`src/rtl/dm_port_arbiter_if.sv`:
```
// rtl/dm_port_arbiter_if.sv - requester and memory-side signal bundle for the data-memory port arbiter
interface dm_port_arbiter_if #(
  parameter int AW = 16,
  parameter int DW = 32
);
  logic          req0;
  logic          we0;
  logic [AW-1:0] addr0;
  logic [DW-1:0] wdata0;
  logic          gnt0;
  logic          rvalid0;
  logic [DW-1:0] rdata0;

  logic          req1;
  logic          we1;
  logic [AW-1:0] addr1;
  logic [DW-1:0] wdata1;
  logic          gnt1;
  logic          rvalid1;
  logic [DW-1:0] rdata1;

  logic          mem_we;
  logic [AW-1:0] mem_addr;
  logic [DW-1:0] mem_wd;
  logic [DW-1:0] mem_rd;

  // Arbiter side: consumes requests and memory read data, produces grants and memory drive.
  modport slave (
    input  req0, we0, addr0, wdata0,
    input  req1, we1, addr1, wdata1,
    input  mem_rd,
    output gnt0, rvalid0, rdata0,
    output gnt1, rvalid1, rdata1,
    output mem_we, mem_addr, mem_wd
  );

  // Environment side: the two requesters plus the memory returning read data.
  modport master (
    output req0, we0, addr0, wdata0,
    output req1, we1, addr1, wdata1,
    output mem_rd,
    input  gnt0, rvalid0, rdata0,
    input  gnt1, rvalid1, rdata1,
    input  mem_we, mem_addr, mem_wd
  );
endinterface

```
`src/rtl/dm_port_arbiter.sv`:
```
// rtl/dm_port_arbiter.sv - two-port data-memory arbiter with bounded bursts; ARB_RR_EN selects round-robin tie-break
module dm_port_arbiter #(
  parameter int AW        = 16,
  parameter int DW        = 32,
  parameter int MAX_BURST = 4
) (
  input logic              clk,
  input logic              rst_n,
  dm_port_arbiter_if.slave bus
);
  localparam int             CW      = $clog2(MAX_BURST) + 1;
  localparam logic [CW-1:0] CNT_MAX = CW'(MAX_BURST - 1);

  typedef enum logic [1:0] {IDLE, OWN0, OWN1} state_t;

  state_t        state, state_nxt;
  logic [CW-1:0] burst_cnt, burst_cnt_nxt;
  logic          gnt0, gnt1;
  logic          rvalid0, rvalid1;
  logic [DW-1:0] rdata0, rdata1;
  logic          mem_we;
  logic [AW-1:0] mem_addr;
  logic [DW-1:0] mem_wd;

`ifdef ARB_RR_EN
  logic last;
`endif

  // Grant the owner only while it still requests, and steer its address/data onto the memory port.
  always_comb begin
    gnt0     = (state == OWN0) & bus.req0;
    gnt1     = (state == OWN1) & bus.req1;
    mem_we   = 1'b0;
    mem_addr = '0;
    mem_wd   = '0;
    if (gnt0) begin
      mem_we   = bus.we0;
      mem_addr = bus.addr0;
      mem_wd   = bus.wdata0;
    end else if (gnt1) begin
      mem_we   = bus.we1;
      mem_addr = bus.addr1;
      mem_wd   = bus.wdata1;
    end
  end

  // Ownership next-state: hand over when the owner releases or its burst budget runs out under contention.
  always_comb begin
    state_nxt     = state;
    burst_cnt_nxt = burst_cnt;
    case (state)
      IDLE: begin
        burst_cnt_nxt = '0;
`ifdef ARB_RR_EN
        if (bus.req0 && bus.req1) state_nxt = last ? OWN0 : OWN1;
        else if (bus.req0)        state_nxt = OWN0;
        else if (bus.req1)        state_nxt = OWN1;
`else
        if (bus.req0)      state_nxt = OWN0;
        else if (bus.req1) state_nxt = OWN1;
`endif
      end
      OWN0: begin
        if (!bus.req0) begin
          state_nxt     = bus.req1 ? OWN1 : IDLE;
          burst_cnt_nxt = '0;
        end else if (bus.req1) begin
          if (burst_cnt == CNT_MAX) begin
            state_nxt     = OWN1;
            burst_cnt_nxt = '0;
          end else begin
            burst_cnt_nxt = burst_cnt + 1'b1;
          end
        end else begin
          burst_cnt_nxt = '0;
        end
      end
      OWN1: begin
        if (!bus.req1) begin
          state_nxt     = bus.req0 ? OWN0 : IDLE;
          burst_cnt_nxt = '0;
        end else if (bus.req0) begin
          if (burst_cnt == CNT_MAX) begin
            state_nxt     = OWN0;
            burst_cnt_nxt = '0;
          end else begin
            burst_cnt_nxt = burst_cnt + 1'b1;
          end
        end else begin
          burst_cnt_nxt = '0;
        end
      end
      default: begin
        state_nxt     = IDLE;
        burst_cnt_nxt = '0;
      end
    endcase
  end

  // State register and one-cycle read return; reset drops any read still in flight.
  always_ff @(posedge clk) begin
    if (!rst_n) begin
      state     <= IDLE;
      burst_cnt <= '0;
      rvalid0   <= 1'b0;
      rvalid1   <= 1'b0;
      rdata0    <= '0;
      rdata1    <= '0;
    end else begin
      state     <= state_nxt;
      burst_cnt <= burst_cnt_nxt;
      rvalid0   <= gnt0 & ~bus.we0;
      rvalid1   <= gnt1 & ~bus.we1;
      if (gnt0 && !bus.we0) rdata0 <= bus.mem_rd;
      if (gnt1 && !bus.we1) rdata1 <= bus.mem_rd;
    end
  end

`ifdef ARB_RR_EN
  // Remember which port was served most recently to break IDLE ties toward the other one.
  always_ff @(posedge clk) begin
    if (!rst_n)    last <= 1'b1;
    else if (gnt0) last <= 1'b0;
    else if (gnt1) last <= 1'b1;
  end
`endif

  assign bus.gnt0     = gnt0;
  assign bus.gnt1     = gnt1;
  assign bus.rvalid0  = rvalid0;
  assign bus.rvalid1  = rvalid1;
  assign bus.rdata0   = rdata0;
  assign bus.rdata1   = rdata1;
  assign bus.mem_we   = mem_we;
  assign bus.mem_addr = mem_addr;
  assign bus.mem_wd   = mem_wd;
endmodule

```
`src/flat_wrapper.sv`:
```
// flat-port wrapper written by rule: the top's interface ports become plain ports
module dm_port_arbiter_flat 
#(
  parameter int AW        = 16,
  parameter int DW        = 32,
  parameter int MAX_BURST = 4
)
  (clk, rst_n, bus_req0, bus_we0, bus_addr0, bus_wdata0, bus_req1, bus_we1, bus_addr1, bus_wdata1, bus_mem_rd, bus_gnt0, bus_rvalid0, bus_rdata0, bus_gnt1, bus_rvalid1, bus_rdata1, bus_mem_we, bus_mem_addr, bus_mem_wd);
  dm_port_arbiter_if #(.AW(AW), .DW(DW)) bus_i ();
  input logic clk;
  input logic rst_n;
  input wire logic [$bits(bus_i.req0)-1:0] bus_req0;
  input wire logic [$bits(bus_i.we0)-1:0] bus_we0;
  input wire logic [$bits(bus_i.addr0)-1:0] bus_addr0;
  input wire logic [$bits(bus_i.wdata0)-1:0] bus_wdata0;
  input wire logic [$bits(bus_i.req1)-1:0] bus_req1;
  input wire logic [$bits(bus_i.we1)-1:0] bus_we1;
  input wire logic [$bits(bus_i.addr1)-1:0] bus_addr1;
  input wire logic [$bits(bus_i.wdata1)-1:0] bus_wdata1;
  input wire logic [$bits(bus_i.mem_rd)-1:0] bus_mem_rd;
  output wire logic [$bits(bus_i.gnt0)-1:0] bus_gnt0;
  output wire logic [$bits(bus_i.rvalid0)-1:0] bus_rvalid0;
  output wire logic [$bits(bus_i.rdata0)-1:0] bus_rdata0;
  output wire logic [$bits(bus_i.gnt1)-1:0] bus_gnt1;
  output wire logic [$bits(bus_i.rvalid1)-1:0] bus_rvalid1;
  output wire logic [$bits(bus_i.rdata1)-1:0] bus_rdata1;
  output wire logic [$bits(bus_i.mem_we)-1:0] bus_mem_we;
  output wire logic [$bits(bus_i.mem_addr)-1:0] bus_mem_addr;
  output wire logic [$bits(bus_i.mem_wd)-1:0] bus_mem_wd;
  assign bus_i.req0 = bus_req0;
  assign bus_i.we0 = bus_we0;
  assign bus_i.addr0 = bus_addr0;
  assign bus_i.wdata0 = bus_wdata0;
  assign bus_i.req1 = bus_req1;
  assign bus_i.we1 = bus_we1;
  assign bus_i.addr1 = bus_addr1;
  assign bus_i.wdata1 = bus_wdata1;
  assign bus_i.mem_rd = bus_mem_rd;
  assign bus_gnt0 = bus_i.gnt0;
  assign bus_rvalid0 = bus_i.rvalid0;
  assign bus_rdata0 = bus_i.rdata0;
  assign bus_gnt1 = bus_i.gnt1;
  assign bus_rvalid1 = bus_i.rvalid1;
  assign bus_rdata1 = bus_i.rdata1;
  assign bus_mem_we = bus_i.mem_we;
  assign bus_mem_addr = bus_i.mem_addr;
  assign bus_mem_wd = bus_i.mem_wd;
  dm_port_arbiter #(.AW(AW), .DW(DW), .MAX_BURST(MAX_BURST)) u_core (.clk(clk), .rst_n(rst_n), .bus(bus_i));
endmodule
```
`config.mk`:
```
export PLATFORM = sky130hd
export DESIGN_NAME = dm_port_arbiter_flat
export DESIGN_NICKNAME = d
export VERILOG_FILES = /design/src/rtl/dm_port_arbiter_if.sv /design/src/rtl/dm_port_arbiter.sv /design/src/flat_wrapper.sv
export SDC_FILE = /design/constraint.sdc
export NUM_CORES = 1
export LEC_CHECK = 0
export BUFFER_PORTS_ARGS = -buffer_cell sky130_fd_sc_hd__buf_2
export CAP_MARGIN = 20
export CORE_MARGIN = 3
export CORE_UTILIZATION = 30
export CTS_CLUSTER_DIAMETER = 30
export DETAILED_ROUTE_END_ITERATION = 10
export PLACE_DENSITY = 0.66
export REMOVE_ABC_BUFFERS = 1
export SYNTH_ARGS = -nofsm -noshare
export SYNTH_HDL_FRONTEND = slang
export SYNTH_SLANG_ARGS = --single-unit
```
`constraint.sdc`:
```
create_clock -name clk -period 1.7 [get_ports clk]
set_input_delay 0.17 -clock clk [delete_from_list [all_inputs] [get_ports clk]]
set_output_delay 0.17 -clock clk [all_outputs]
set_load 0.02 [all_outputs]
```
==> After elaboration in Yosys (flattened, before gate mapping) <==
Index checks and enable logic that the tools add are counted.
{ "totals": {"input_bits": 134, "register_bits": 71} }
{ "op_classes": {"add_sub_neg": 1, "bitwise": 6, "muxes": 23, "reduce_logical": 6, "n_eq_ne": 8} }
{ "ops": {"columns": ["op", "count"], "rows": [
  ["2-to-1 mux 32 bit", 2],
  ["2-to-1 mux 16 bit", 2],
  ["2-to-1 mux 2 bit", 9],
  ["2-to-1 mux 3 bit", 5],
  ["!= test 3 bit (second input constant)", 5],
  ["case mux 2 bit (3 select lines)", 1],
  ["case mux 3 bit (2 select lines)", 1],
  ["AND reduction 5 bit", 1],
  ["AND 1 bit", 4],
  ["adder 3 x 1 -> 3 bit (second input constant)", 1],
  ["== test 3 x 2 -> 1 bit (second input constant)", 1],
  ["2-to-1 mux 1 bit", 3],
  ["== test 2 x 1 -> 1 bit (second input constant)", 1],
  ["== test 2 bit (second input constant)", 1],
  ["logical AND 1 bit", 2],
  ["logical NOT 1 bit", 2],
  ["logical NOT 2 bit", 1],
  ["NOT 1 bit", 2]
]} }

==> Longest topological paths before layout <==
{ "depth": {"ltp_word": 5, "depth_mapped": 8, "depth_no_buf": 7} }

==> Worst setup path after synthesis <==
OpenSTA, ideal clock, no wires.
{ "synth_path": {"path_type": "reg2out", "from": "reg u_core.state[1]", "to": "out bus_mem_addr[0]", "required_ns": 1.530, "setup_slack_ns": -0.023, "path_stages_with_launch": 9, "t_arrival_ns": 1.553, "path_buffers": 2, "cell_sequence": "dfxtp_1 inv_1 ha_1 nand2_2 inv_2 nor2_1 buf_2 buf_2 a22o_1"} }
{ "synth_via": {"elab_chain_len": 4} }
{ "synth_lines": {"columns": ["item", "line", "text"], "rows": [
  ["start: declaration", "dm_port_arbiter.sv:16", "state_t state, state_nxt;"],
  ["start signal: assignment", "dm_port_arbiter.sv:110", "state <= state_nxt;"],
  ["== test 2 bit", "dm_port_arbiter.sv:32", "gnt1 = (state == OWN1) & bus.req1;"],
  ["AND 1 bit", "dm_port_arbiter.sv:32", null],
  ["2-to-1 mux 16 bit", "dm_port_arbiter.sv:40", "end else if (gnt1) begin"],
  ["2-to-1 mux 16 bit (*)", "dm_port_arbiter.sv:36", "if (gnt0) begin"],
  ["end: declaration", "flat_wrapper.sv:28", "output wire logic [$bits(bus_i.mem_addr)-1:0] bus_mem_addr;"]
]} }
Every way passes the cells marked *; elsewhere a longest branch is shown, timed or not.

==> Final worst setup path <==
{ "layout_path": {"from": "reg u_core.state[1]", "to": "out bus_mem_wd[22]"} }
{ "layout_via": {"elab_chain_len": 4} }
{ "layout_lines": {"columns": ["item", "line", "text"], "rows": [
  ["== test 2 bit", "dm_port_arbiter.sv:32", null],
  ["AND 1 bit", "dm_port_arbiter.sv:32", null],
  ["2-to-1 mux 32 bit", "dm_port_arbiter.sv:40", null],
  ["2-to-1 mux 32 bit (*)", "dm_port_arbiter.sv:36", null],
  ["end: declaration", "flat_wrapper.sv:29", "output wire logic [$bits(bus_i.mem_wd)-1:0] bus_mem_wd;"]
]} }
Marked as above.

==> results.sh <==
export IMPL_cts_hold_fix_buffers=0
export IMPL_crit_top_cell="buf_12"
export IMPL_crit_type="reg2out"
export IMPL_crit_cells=10
export IMPL_dieArea_um2=12000
export IMPL_final_layout_size_suffix_gt1_share_pct=49.8
export IMPL_crit_chain="inv_2 -> ha_4 -> nand2_4 -> inv_4 -> nor2_4 -> buf_12 -> buf_12 -> buf_16 -> a22o_1 -> buf_6"
export IMPL_ys_warn_count=0
export IMPL_met2_usage_pct=44.6
export IMPL_via_per_inst=4.90
export IMPL_finish_utilization_pct=55.2
export IMPL_endpoint="bus_mem_wd[22]"
export IMPL_cts_tree="yes"
export IMPL_worst_path_buf_inv=6
export IMPL_setup_ws_ns=-0.308
export IMPL_yosys_top_cells_area="dfxtp_1 (44%), nand2_1 (15%), a22o_1 (13%)"
export IMPL_r2r_end="u_core.state[0]"
export IMPL_post_place_ws_ns=-0.0767
export IMPL_drtIter0Drc=239
export IMPL_grt_pass1_wl_mm=21.1
export IMPL_gr_usage_met3_pct=4.46
export IMPL_crit_path_top_delay_cell="dfxtp_2"
export IMPL_crit_start="u_core.state[1]"
export IMPL_clock_latency_ns=0.34
export IMPL_irDropWorstVdd_v=0.000478
export IMPL_num_vias=3893
export IMPL_worstPathRequired_ns=1.53
export IMPL_drt_pass1_iter_count=4
export IMPL_rsz0062_at_grt="yes"
export IMPL_synth_top_cell_area_share_pct=44.3
export IMPL_root_buffer="clkbuf_8"
export IMPL_hold_violations=0
export IMPL_grt_pass1_vias=3801
export IMPL_htreeDepth=3
export IMPL_rows=37
export IMPL_die_w_um=109
export IMPL_syn_inst=382
export IMPL_yosysUniqueCellTypes=28
export IMPL_synth_seq_area_share_pct=44.3
export IMPL_regToRegSetupSlack_ns=0.08
export IMPL_finalSetupViolCount=49
export IMPL_path_clk_slew_ns=0.08
export IMPL_wl_mm=15.4
export IMPL_gr_total_overflow=0
export IMPL_clock_sinks=71
export IMPL_max_stage_delay_ns=0.35
export IMPL_fmax_mhz=498
export IMPL_grt_busiest_layer="met2"
export IMPL_final_max_slew_viol_count=0
export IMPL_postRouteAntennaNets=0
export IMPL_port_buffers=250
export IMPL_path_delay_family="buffers and inverters"
export IMPL_grt_util_all_layers_pct=23.8
export IMPL_cp_max_fo=9
export IMPL_area_growth_pct=78.5
export IMPL_fin_skew_ns=0.00901
export IMPL_endpoint_kind="primary output"
export IMPL_status="complete, but fails checks"
export IMPL_final_common_cell="buf_2"
export IMPL_use_met1_pct=26.9
export IMPL_synth_top_area_cell="dfxtp_1"
export IMPL_syn_area_per_cell_um2=8.39
export IMPL_start_kind="flip-flop"
export IMPL_gp_congestion=0.963
export IMPL_drc=0
export IMPL_clockBufferDepth=2
export IMPL_most_common_layout_cells="buf_2 (200), nand2_1 (128), dfxtp_1 (69), buf_6 (41), a21boi_0 (40)"
export IMPL_grt_max_degree=47
export IMPL_power_total_mw=5.10
export IMPL_worstMarginPinSlew_ns=0.401
export IMPL_hp_class="in2reg"
export IMPL_antenna_found_initial=6
export IMPL_reg2regPathDepth=7
export IMPL_start_util_pct=30.9
export IMPL_worstPathArrival_ns=1.84
export IMPL_p_per_area_nw_per_um2=892
export IMPL_nNetsFinal=787
export IMPL_slew_headroom_pct=73.3
export IMPL_finalCritPeriodShare_pct=118
export IMPL_violations="setup timing"
export IMPL_wire_per_inst_um=19.4
export IMPL_p_leak_nw=2.71
export IMPL_die_h_um=109
export IMPL_layout_min_cycle_time_ns=2.01
export IMPL_cap_violations=0
export IMPL_r2r_start="u_core.state[1]"
export IMPL_ys_ff_latch=71
export IMPL_dp_hpwl_mm=10.9
export IMPL_syn_cell_area_um2=3210
export IMPL_io_pins=251
export IMPL_core_um2=10400
export IMPL_numCtsBuffers=9
==> worst min-delay path by stage <==
stage,end,start,cells past startpoint
finish,u_core.bus.rdata0[27],bus_mem_rd[27],3
global route,u_core.bus.rdata0[25],bus_mem_rd[25],3
CTS,u_core.bus.rdata0[21],bus_mem_rd[21],3
detailed placement,u_core.bus.rdata0[7],bus_mem_rd[7],3
global placement,u_core.burst_cnt[0],u_core.burst_cnt[0],1
floorplan,u_core.bus.rvalid0,rst_n,1
==> state kept, by name, summed over array words and instances, names as in the netlist <==
register / cells
u_core.bus.rvalid0: 1
u_core.bus.rdata0: 32
u_core.bus.rvalid1: 1
u_core.burst_cnt: 3
u_core.state: 2
u_core.bus.rdata1: 32
==> final cells by class <==
type                    instances  area [um^2]
fillers                       921         4650
well taps                     136          170
clock inverters                 5         63.8
clock buffers                  11          151
flip-flops and latches         71         1430
inverters                       6         30.0
multi-input cells             276         1770
repair buffers                284         2100
diodes                          6         15.0
==> stage by stage <==
stage	instance area, um^2	cells	TNS [ns]	hold WS, ns
final	5720	795	-10.58	0.0677
after global routing	5720	795	-13.90	0.0517
after CTS	5580	784	-10.04	0.0495
after detailed placement	4670	750	-0.128	0.427
after global placement	4670	750	-0.0325	0.414
after floorplan	3080	353	-93.74	0.292
==> worst reg2reg max path, delay by kind of cell (launching register included) <==
family                   cells  cell delay [ns]
AO/OA/AOI/OAI                2             0.25
adder cells (fa/ha/maj)      1             0.16
buffers and inverters        2             0.26
flip-flops                   1             0.34
AND/OR/NAND/NOR              2             0.55
==> metal layers <==
metal  vias up  wire length (um)
met3        16              1100
met1      1847              5790
li1       1862                 -
met2       168              8260
met5         -                 0
met4         0               280
==> synthesized netlist by cell type, drive strengths merged <==
library cell / instances
o211ai: 1
and2: 2
a21oi: 2
nor2: 5
nor2b: 1
nand4: 1
nor4: 2
nand3b: 1
o21ai: 3
inv: 6
nor4b: 1
clkbuf: 17
o22ai: 1
o31ai: 1
buf: 12
and3b: 2
a21boi: 65
nor3: 1
a22o: 48
nand2b: 2
dfxtp: 71
or4: 1
nand2: 131
ha: 5
==> cell families (layout without fill, tap and decap cells) <==
| kind of cell | Yosys count | count (layout) | share of synthesized area, % |
|---|---|---|---|
| other | 0 | 6 | 0 |
| flip-flops | 71 | 71 | 44.3 |
| AND/OR/NAND/NOR | 150 | 150 | 19.2 |
| buffers and inverters | 35 | 306 | 4.57 |
| adder cells (fa/ha/maj) | 5 | 5 | 1.95 |
| AO/OA/AOI/OAI | 121 | 121 | 30.0 |
==> where the power goes <==
part | internal, mW | leakage, nW | switching [mW]
logic | 0.949 | 2.03 | 0.951
clock network | 0.771 | 0.107 | 0.654
registers | 1.74 | 0.575 | 0.0436
==> repair_timing <==
action	in CTS	in global routing
gates cloned	6	4
endpoints found under the setup margin	50	51
buffers inserted	12	1
resized for setup	117	9
pin swaps	10	15
(Power assumes the default switching activity.)
